## config.mk

```make
export PLATFORM = sky130hd
export DESIGN_NAME = decoder2_4_seq
export DESIGN_NICKNAME = d
export VERILOG_FILES = /design/src/rtl/decoder_pkg.sv /design/src/rtl/sat_counter.sv /design/src/rtl/decoder2_4_seq.sv
export SDC_FILE = /design/constraint.sdc
export NUM_CORES = 1
export LEC_CHECK = 0
export ABC_CLOCK_PERIOD_IN_PS = 2300
export CAP_MARGIN = 10
export CORE_MARGIN = 10
export CORE_UTILIZATION = 45
export DETAILED_ROUTE_END_ITERATION = 6
export GPL_TIMING_DRIVEN = 0
export PLACE_DENSITY = 0.66
export SETUP_SLACK_MARGIN = 0.4
export SYNTH_ARGS = -nofsm -noshare
export SYNTH_HDL_FRONTEND = slang
export SYNTH_SLANG_ARGS = --single-unit
```

## constraint.sdc

```tcl
create_clock -name clk -period 2.3 [get_ports clk]
set_clock_uncertainty 0.2 [all_clocks]
set_input_delay 0.23 -clock clk [delete_from_list [all_inputs] [get_ports clk]]
set_output_delay 0.23 -clock clk [all_outputs]
set_load 0.02 [all_outputs]
```

## src/rtl/decoder_pkg.sv

```systemverilog
// Shared types and constants for the sequenced 2-to-4 decoder:
// FSM state encoding and the one-hot decode table.
package decoder_pkg;

    typedef enum logic [1:0] {
        IDLE    = 2'd0,
        HOLD_ST = 2'd1,
        GAP_ST  = 2'd2
    } state_e;

    localparam logic [3:0] ONEHOT_TBL [4] = '{4'b0001, 4'b0010, 4'b0100, 4'b1000};

    function automatic logic [3:0] decode_onehot(input logic [1:0] y);
        return ONEHOT_TBL[y];
    endfunction

endpackage

```

## src/rtl/sat_counter.sv

```systemverilog
// CW-bit event counter that saturates at all-ones; a synchronous clear
// takes priority over an increment in the same cycle.
module sat_counter #(
    parameter int CW = 8
) (
    input  logic          clk,
    input  logic          rst_n,
    input  logic          inc_i,
    input  logic          clr_i,
    output logic [CW-1:0] cnt_o
);

    localparam logic [CW-1:0] ONE      = 1;
    localparam logic [CW-1:0] ALL_ONES = '1;

    logic [CW-1:0] cnt_q;
    logic [CW-1:0] cnt_d;

    // NOTE: every variable assigned in always_comb gets a default first so no latch is inferred.
    always_comb begin
        cnt_d = cnt_q;
        if (clr_i) begin
            cnt_d = '0;
        end else if (inc_i && (cnt_q != ALL_ONES)) begin
            cnt_d = cnt_q + ONE;
        end
    end

    // NOTE: sequential state uses non-blocking assignments only, so all flops update together.
    always_ff @(posedge clk or negedge rst_n) begin
        if (!rst_n) begin
            cnt_q <= '0;
        end else begin
            cnt_q <= cnt_d;
        end
    end

    assign cnt_o = cnt_q;

endmodule

```

## src/rtl/decoder2_4_seq.sv

```systemverilog
// Handshaked 2-to-4 decoder: each accepted code drives a registered one-hot
// output for HOLD cycles, then forces GAP idle cycles; per-line event counters.
module decoder2_4_seq
    import decoder_pkg::*;
#(
    parameter int HOLD = 4,
    parameter int GAP  = 1,
    parameter int CW   = 8
) (
    input  logic          clk,
    input  logic          rst_n,
    input  logic [1:0]    Y,
    input  logic          valid,
    output logic          ready,
    output logic [3:0]    D,
    output logic          active,
    input  logic [1:0]    cnt_sel,
    input  logic          cnt_clr,
    output logic [CW-1:0] cnt_q
);

    localparam logic [7:0] HOLD_LOAD = 8'(HOLD - 1);
    localparam logic [7:0] GAP_LOAD  = 8'(GAP - 1);
    localparam logic [7:0] ONE8      = 8'd1;

    state_e     state_q, state_d;
    logic [7:0] timer_q, timer_d;
    logic [1:0] y_q, y_d;
    logic [3:0] d_q, d_d;
    logic       active_q, active_d;
    logic       ready_q, ready_d;
    logic       transfer;

    assign transfer = valid && ready_q;

    // State register. NOTE: the reset branch clears every flop, including
    // the captured code, so an aborted sequence leaves nothing behind.
    always_ff @(posedge clk or negedge rst_n) begin
        if (!rst_n) begin
            state_q  <= IDLE;
            timer_q  <= '0;
            y_q      <= '0;
            d_q      <= '0;
            active_q <= 1'b0;
            ready_q  <= 1'b1;
        end else begin
            state_q  <= state_d;
            timer_q  <= timer_d;
            y_q      <= y_d;
            d_q      <= d_d;
            active_q <= active_d;
            ready_q  <= ready_d;
        end
    end

    // One shared down-timer counts the remaining hold or gap cycles.
    always_comb begin
        state_d = state_q;
        timer_d = timer_q;
        y_d     = y_q;
        unique case (state_q)
            IDLE: begin
                if (transfer) begin
                    state_d = HOLD_ST;
                    timer_d = HOLD_LOAD;
                    y_d     = Y;
                end
            end
            HOLD_ST: begin
                if (timer_q == '0) begin
                    if (GAP > 0) begin
                        state_d = GAP_ST;
                        timer_d = GAP_LOAD;
                    end else begin
                        state_d = IDLE;
                    end
                end else begin
                    timer_d = timer_q - ONE8;
                end
            end
            GAP_ST: begin
                if (timer_q == '0) begin
                    state_d = IDLE;
                end else begin
                    timer_d = timer_q - ONE8;
                end
            end
            default: state_d = IDLE;
        endcase
    end

    // Outputs are computed from the next state so they register alongside it.
    always_comb begin
        d_d      = (state_d == HOLD_ST) ? decode_onehot(y_d) : 4'b0000;
        active_d = |d_d;
        ready_d  = (state_d == IDLE);
    end

    assign D      = d_q;
    assign active = active_q;
    assign ready  = ready_q;

    logic [CW-1:0] line_cnt [4];

    for (genvar i = 0; i < 4; i++) begin : g_cnt
        sat_counter #(.CW(CW)) u_cnt (
            .clk   (clk),
            .rst_n (rst_n),
            .inc_i (transfer && (Y == 2'(i))),
            .clr_i (cnt_clr),
            .cnt_o (line_cnt[i])
        );
    end

    assign cnt_q = line_cnt[cnt_sel];

endmodule

```

* Yosys cells after proc, flatten, opt, wreduce, memory -nomap -nowiden
Index checks and enable logic that the tools add are counted.
** Word-level totals
- Output and inout bits :: 14
- Flip-flop bits (word level) :: 50
- Logic and storage cells :: 76
** Operators by class
- Equal/unequal tests :: 12
- Multiplexer cells :: 25
- Reductions and logical operators :: 20
- Add/sub/neg operators :: 5
- Bitwise operators :: 2
- Order comparisons :: 2
** Operator list (number)
- $mux W8 :: 13
- $add A8 B1 Y8 const B :: 4
- $ne A8 B8 Y1 const B :: 4
- $pmux W8 S3 :: 1
- $bmux W8 S2 :: 1
- $mux W4 :: 3
- $mux W2 :: 5
- $logic_and A1 B1 Y1 :: 9
- $bmux W4 S2 :: 1
- $logic_not A8 Y1 :: 1
- $reduce_bool A2 Y1 :: 4
- $sub A8 B1 Y8 const B :: 1
- $eq A2 B1 Y1 const B :: 3
- $eq A2 B2 Y1 const B :: 3
- $ge A3 B3 Y1 const B :: 2
- $logic_not A2 Y1 :: 3
- $not A2 Y3 :: 2
- $pmux W2 S3 :: 1
- $ne A2 B2 Y1 const B :: 2
- $reduce_or A4 Y1 :: 1
- $reduce_and A3 Y1 :: 1
- $reduce_bool A3 Y1 :: 1

* Depth between registers and ports, before layout
- Depth in word-level cells :: 9
- Mapped depth :: 7
- Depth with buffers taken out :: 6

* Hierarchy
A second synthesis with hierarchy kept.
** Unflattened totals
- Cells, all modules :: 303
- Area, all modules :: 3035.4 um^2
** Modules (own cells, without submodules)
- sat_counter :: cells an instance 49, area an instance 464.2 um^2, times used 4, seq. area each 200.2 um^2
- decoder2_4_seq :: cells an instance 107, area an instance 1178.6 um^2, times used 1, seq. area each 451.7 um^2

* Worst setup path after synthesis
Ideal clock, no wire load.
- Kind :: reg-to-reg
- Start point :: register state_q[0]
- End point :: register timer_q[6]
- Path buffers :: 1
- Path slack :: 314 ps
- Required time :: 2013 ps
- Arrival :: 1699 ps
- Setup time :: 87 ps
- Stages on the path, launching flop included :: 8
- Cells stage by stage :: dfrtp_1 -> inv_1 -> ha_1 -> and4bb_1 -> a211oi_2 -> buf_6 -> nand4_1 -> a22oi_1
** On the way
- Cells in the longest elaborated chain, start to end :: 3
- Elaborated cells between the ends (all ways) :: 8
- Classes of those cells :: 4 x eq/ne; 1 x mux; 3 x reduce/logical
** Ends and longest elaborated chain
- from (decl) :: RTL line decoder2_4_seq.sv:26 : state_e state_q, state_d;
- from (signal assigned) :: RTL line decoder2_4_seq.sv:47 : state_q <= state_d;
- $eq A2 B2 Y1, or another cell as far along :: RTL line decoder2_4_seq.sv:61 : unique case (state_q)
- $ne A2 B2 Y1 (no source line) / $reduce_bool A3 Y1 (equally long branches)
- $reduce_and A3 Y1 (no source line)
- to (signal assigned) :: RTL line decoder2_4_seq.sv:48 : timer_q <= timer_d;
- to (decl) :: RTL line decoder2_4_seq.sv:27 : logic [7:0] timer_q, timer_d;
Parallel ways exist; a longest one is shown, timed or not.
A chain may end at the register's enable or synchronous reset.

* Worst setup path after layout
- Start point :: register state_q[1]
- End point :: register timer_q[6]
Same word-level chain as after synthesis.

==> impl_metrics.ini <==
[setup_path]
cp.arrival_ns = 1.86
worstPathMaxFanout = 6
cp_slowest_cell = dfrtp_2
max_stage_delay_ns = 0.46
required_ns = 2.25
crit_buf_inv = 2
start_kind = flip-flop
critical_path.top_delay_family = flip-flops
worstPathCellList = ha_4 > and4bb_1 > a211oi_4 > buf_6 > buf_6 > a31o_4 > a22oi_2
cp-end-kind = flip-flop
cp_common_cell = buf_6
crit_type = reg -> reg

[power_and_ir_drop]
combPwrFrac = 0.529
max-vdd-ir-drop_mv = 0.750
power_density_mw_per_mm2 = 949
leakage_nw = 1.61
clkPwrFrac = 0.148
swShare = 0.383
intPower_mw = 2.23
p_seq_frac = 0.323
p_sw_mw = 1.39

[place]
dp_cells = 375
dp_hpwl_um = 4760
pre_cts_ws_ns = 0.113
gp_congestion = 0.828
io_buffers = 18

[route]
drtIter0Drc = 123
route.detailed.drc = 0
via_per_inst = 5.95
ant_nets = 0
first_pass_iters = 5
wire_per_inst_um = 17.2
vias = 2504
routed_wl_um = 7260

[clock_tree]
clkTransAtPathRegs_ns = 0.09
clock_sinks = 50
cts_buffers = 5
cts_tree = done
clock_latency_ns = 0.30
cts_root_buf = clkbuf_8
htree_num_levels = 2
cts_buffer_depth = 2

[floorplanning]
die_area_sq_mm = 0.0102
die_h_um = 101
rows = 29
die_w_um = 101
ios = 22
core-area_sq_mm = 0.00639
initial_core_util = 0.464

[synthesis]
syn_area_sq_mm = 0.00296
syn_nets = 298
synth_edf_count = 0
ys_types = 57
synth_ff_type = dfrtp_1
async_flop_share = 1.00
syn_inst = 279
seq_area_frac_synth = 0.423
synth_top_area_frac = 0.414
synth_common_cells = dfrtp_1 (49), nor2_1 (30), inv_1 (13), nand2_1 (13), a21oi_1 (12)
syn_avg_cell_area_sq_um = 10.6
ys_seq_elements = 50
synth_largest_area_cell = dfrtp_1
synth_most_common_cell = dfrtp_1
synth_area_leaders = dfrtp_1 (41%), mux4_2 (6.1%), ha_1 (4.6%)
yosysWarnings = 0

[layout]
antenna_cells = 0
area_growth_pct = 28.5
drive_gt1_frac = 0.343
stdcell_count = 421
fill_cells = 526
nets = 362

[sta]
setup_ws_ns = 0.388
holdWs_ns = 0.102
tightest_slew_ns = 0.661
setup_tns_ns = 0
fin_crit_ns = 1.91
rsz0062_at_grt = yes
setup_viol = 0
max_freq_mhz = 523
relSlewSlack = 0.558
fin_crit_sh = 0.831
final_hold_viol_count = 0
final_max_slew_viol_count = 0

[grt]
grt_pass1_wl_um = 11300
grtUsageTotal = 0.132
antenna_found_initial = 0
grt_pass1_vias = 2354
grt_overflow = 0
grt_max_degree = 34

[min_path]
hold_path.class = in -> reg

[outcome]
outcome = finished, final reports clean

[flow_run]
cap_violations = 0
sequential cells by signal (all words and copies together) (netlist names):
signal and count:
D 4, active 1, g_cnt.u_cnt.cnt_o 32, ready 1, state_q 2, timer_q 8
y_q 2
layout make-up:
class	count	area, sq um	area share
Inverter	13	48.8	0.0128
Sequential cell	50	1260	0.332
Tap cell	77	96.3	0.0253
Clock buffer	7	86.3	0.0227
Clock inverter	1	5.00	0.00131
Buffer	8	46.3	0.0122
Multi-Input combinational cell	208	1790	0.471
Timing Repair Buffer	57	469	0.123
placed cells by master (no fill, tap or decap), types with 3 or more instances in the layout:
cell type,n
clkbuf_8,6
ha_1,8
buf_4,32
a22oi_2,5
inv_2,3
a21oi_1,11
clkdlybuf4s50_1,7
mux2i_1,4
and3_1,4
xnor2_1,8
o211ai_1,4
xor2_1,9
nor2_1,30
buf_2,9
nor3_1,6
nand4_1,11
or3_1,3
nand2_1,13
nand3_1,10
nand4b_1,3
buf_6,8
mux4_2,8
a31o_4,3
clkbuf_1,4
or4_1,3
inv_1,10
dfrtp_1,40
a211oi_1,3
and4_1,3
o41ai_1,3
dfrtp_2,9
o21ai_0,8
worst paths after layout:
check	start	endpoint	slack (ns)	cells past startpoint
setup / recovery	state_q[1]	timer_q[6]	0.39	7
hold / removal	cnt_clr	g_cnt[1].u_cnt.cnt_o[2]	0.10	2
setup reg to reg	state_q[1]	timer_q[6]	0.39	7
hold reg to reg	y_q[0]	y_q[0]	0.38	1
max in group asynchronous	rst_n	ready	1.10	3
min in group asynchronous	rst_n	g_cnt[0].u_cnt.cnt_o[2]	0.20	2
repair_timing:
item | in CTS | in global routing
gates resized for setup | 47 | 41
pin swaps | 2 | 18
endpoints found under the setup margin | 28 | 26
hold buffers | 1 | 0
endpoints found under the hold margin | 17 | 0
gates cloned | 1 | 0
buffers inserted | 20 | 16
logic make-up (layout without fill, tap and decap cells):
kind of cell               after synthesis  after routing  synth area share
and+or+nand+nor                        105            105             0.209
AOI/OAI and AO/OA                       61             61             0.161
DFF                                     50             50             0.423
buffers and inverters                   21             86            0.0295
xor gates and xnor gates                17             17            0.0502
muxes                                   14             14            0.0819
adders and majority gates               11             11            0.0464
per-layer routing:
metal  global-route usage  part of all wire
met1                0.166              0.41
met2                0.228              0.51
met3               0.0320             0.065
met4               0.0214             0.014
met5                    0                 0
power by group through the flow:
stage               sequential [mW]  combinational, mW  clock (mW)
finish                         1.17               1.91       0.535
global route                   1.19               2.05       0.582
CTS                            1.16               1.42       0.546
detailed placement             1.19               1.20           0
global placement               1.18               1.17           0
floorplan                      1.22              0.825           0
worst reg2reg max path, stage by stage (launching register included):
cell,delay (ns)
dfrtp_2,0.46
ha_4,0.17
and4bb_1,0.22
a211oi_4,0.24
buf_6,0.16
buf_6,0.11
a31o_4,0.15
a22oi_2,0.05
through the flow:
stage	cell area (sq um)	total power, mW	util
after global routing	3810	3.82	0.596
after CTS	3540	3.12	0.554
final	3810	3.62	0.596
after global placement	3250	2.35	0.509
after floorplan	2970	2.04	-
after detailed placement	3270	2.39	0.511
Power figures use the tool's default switching activity.
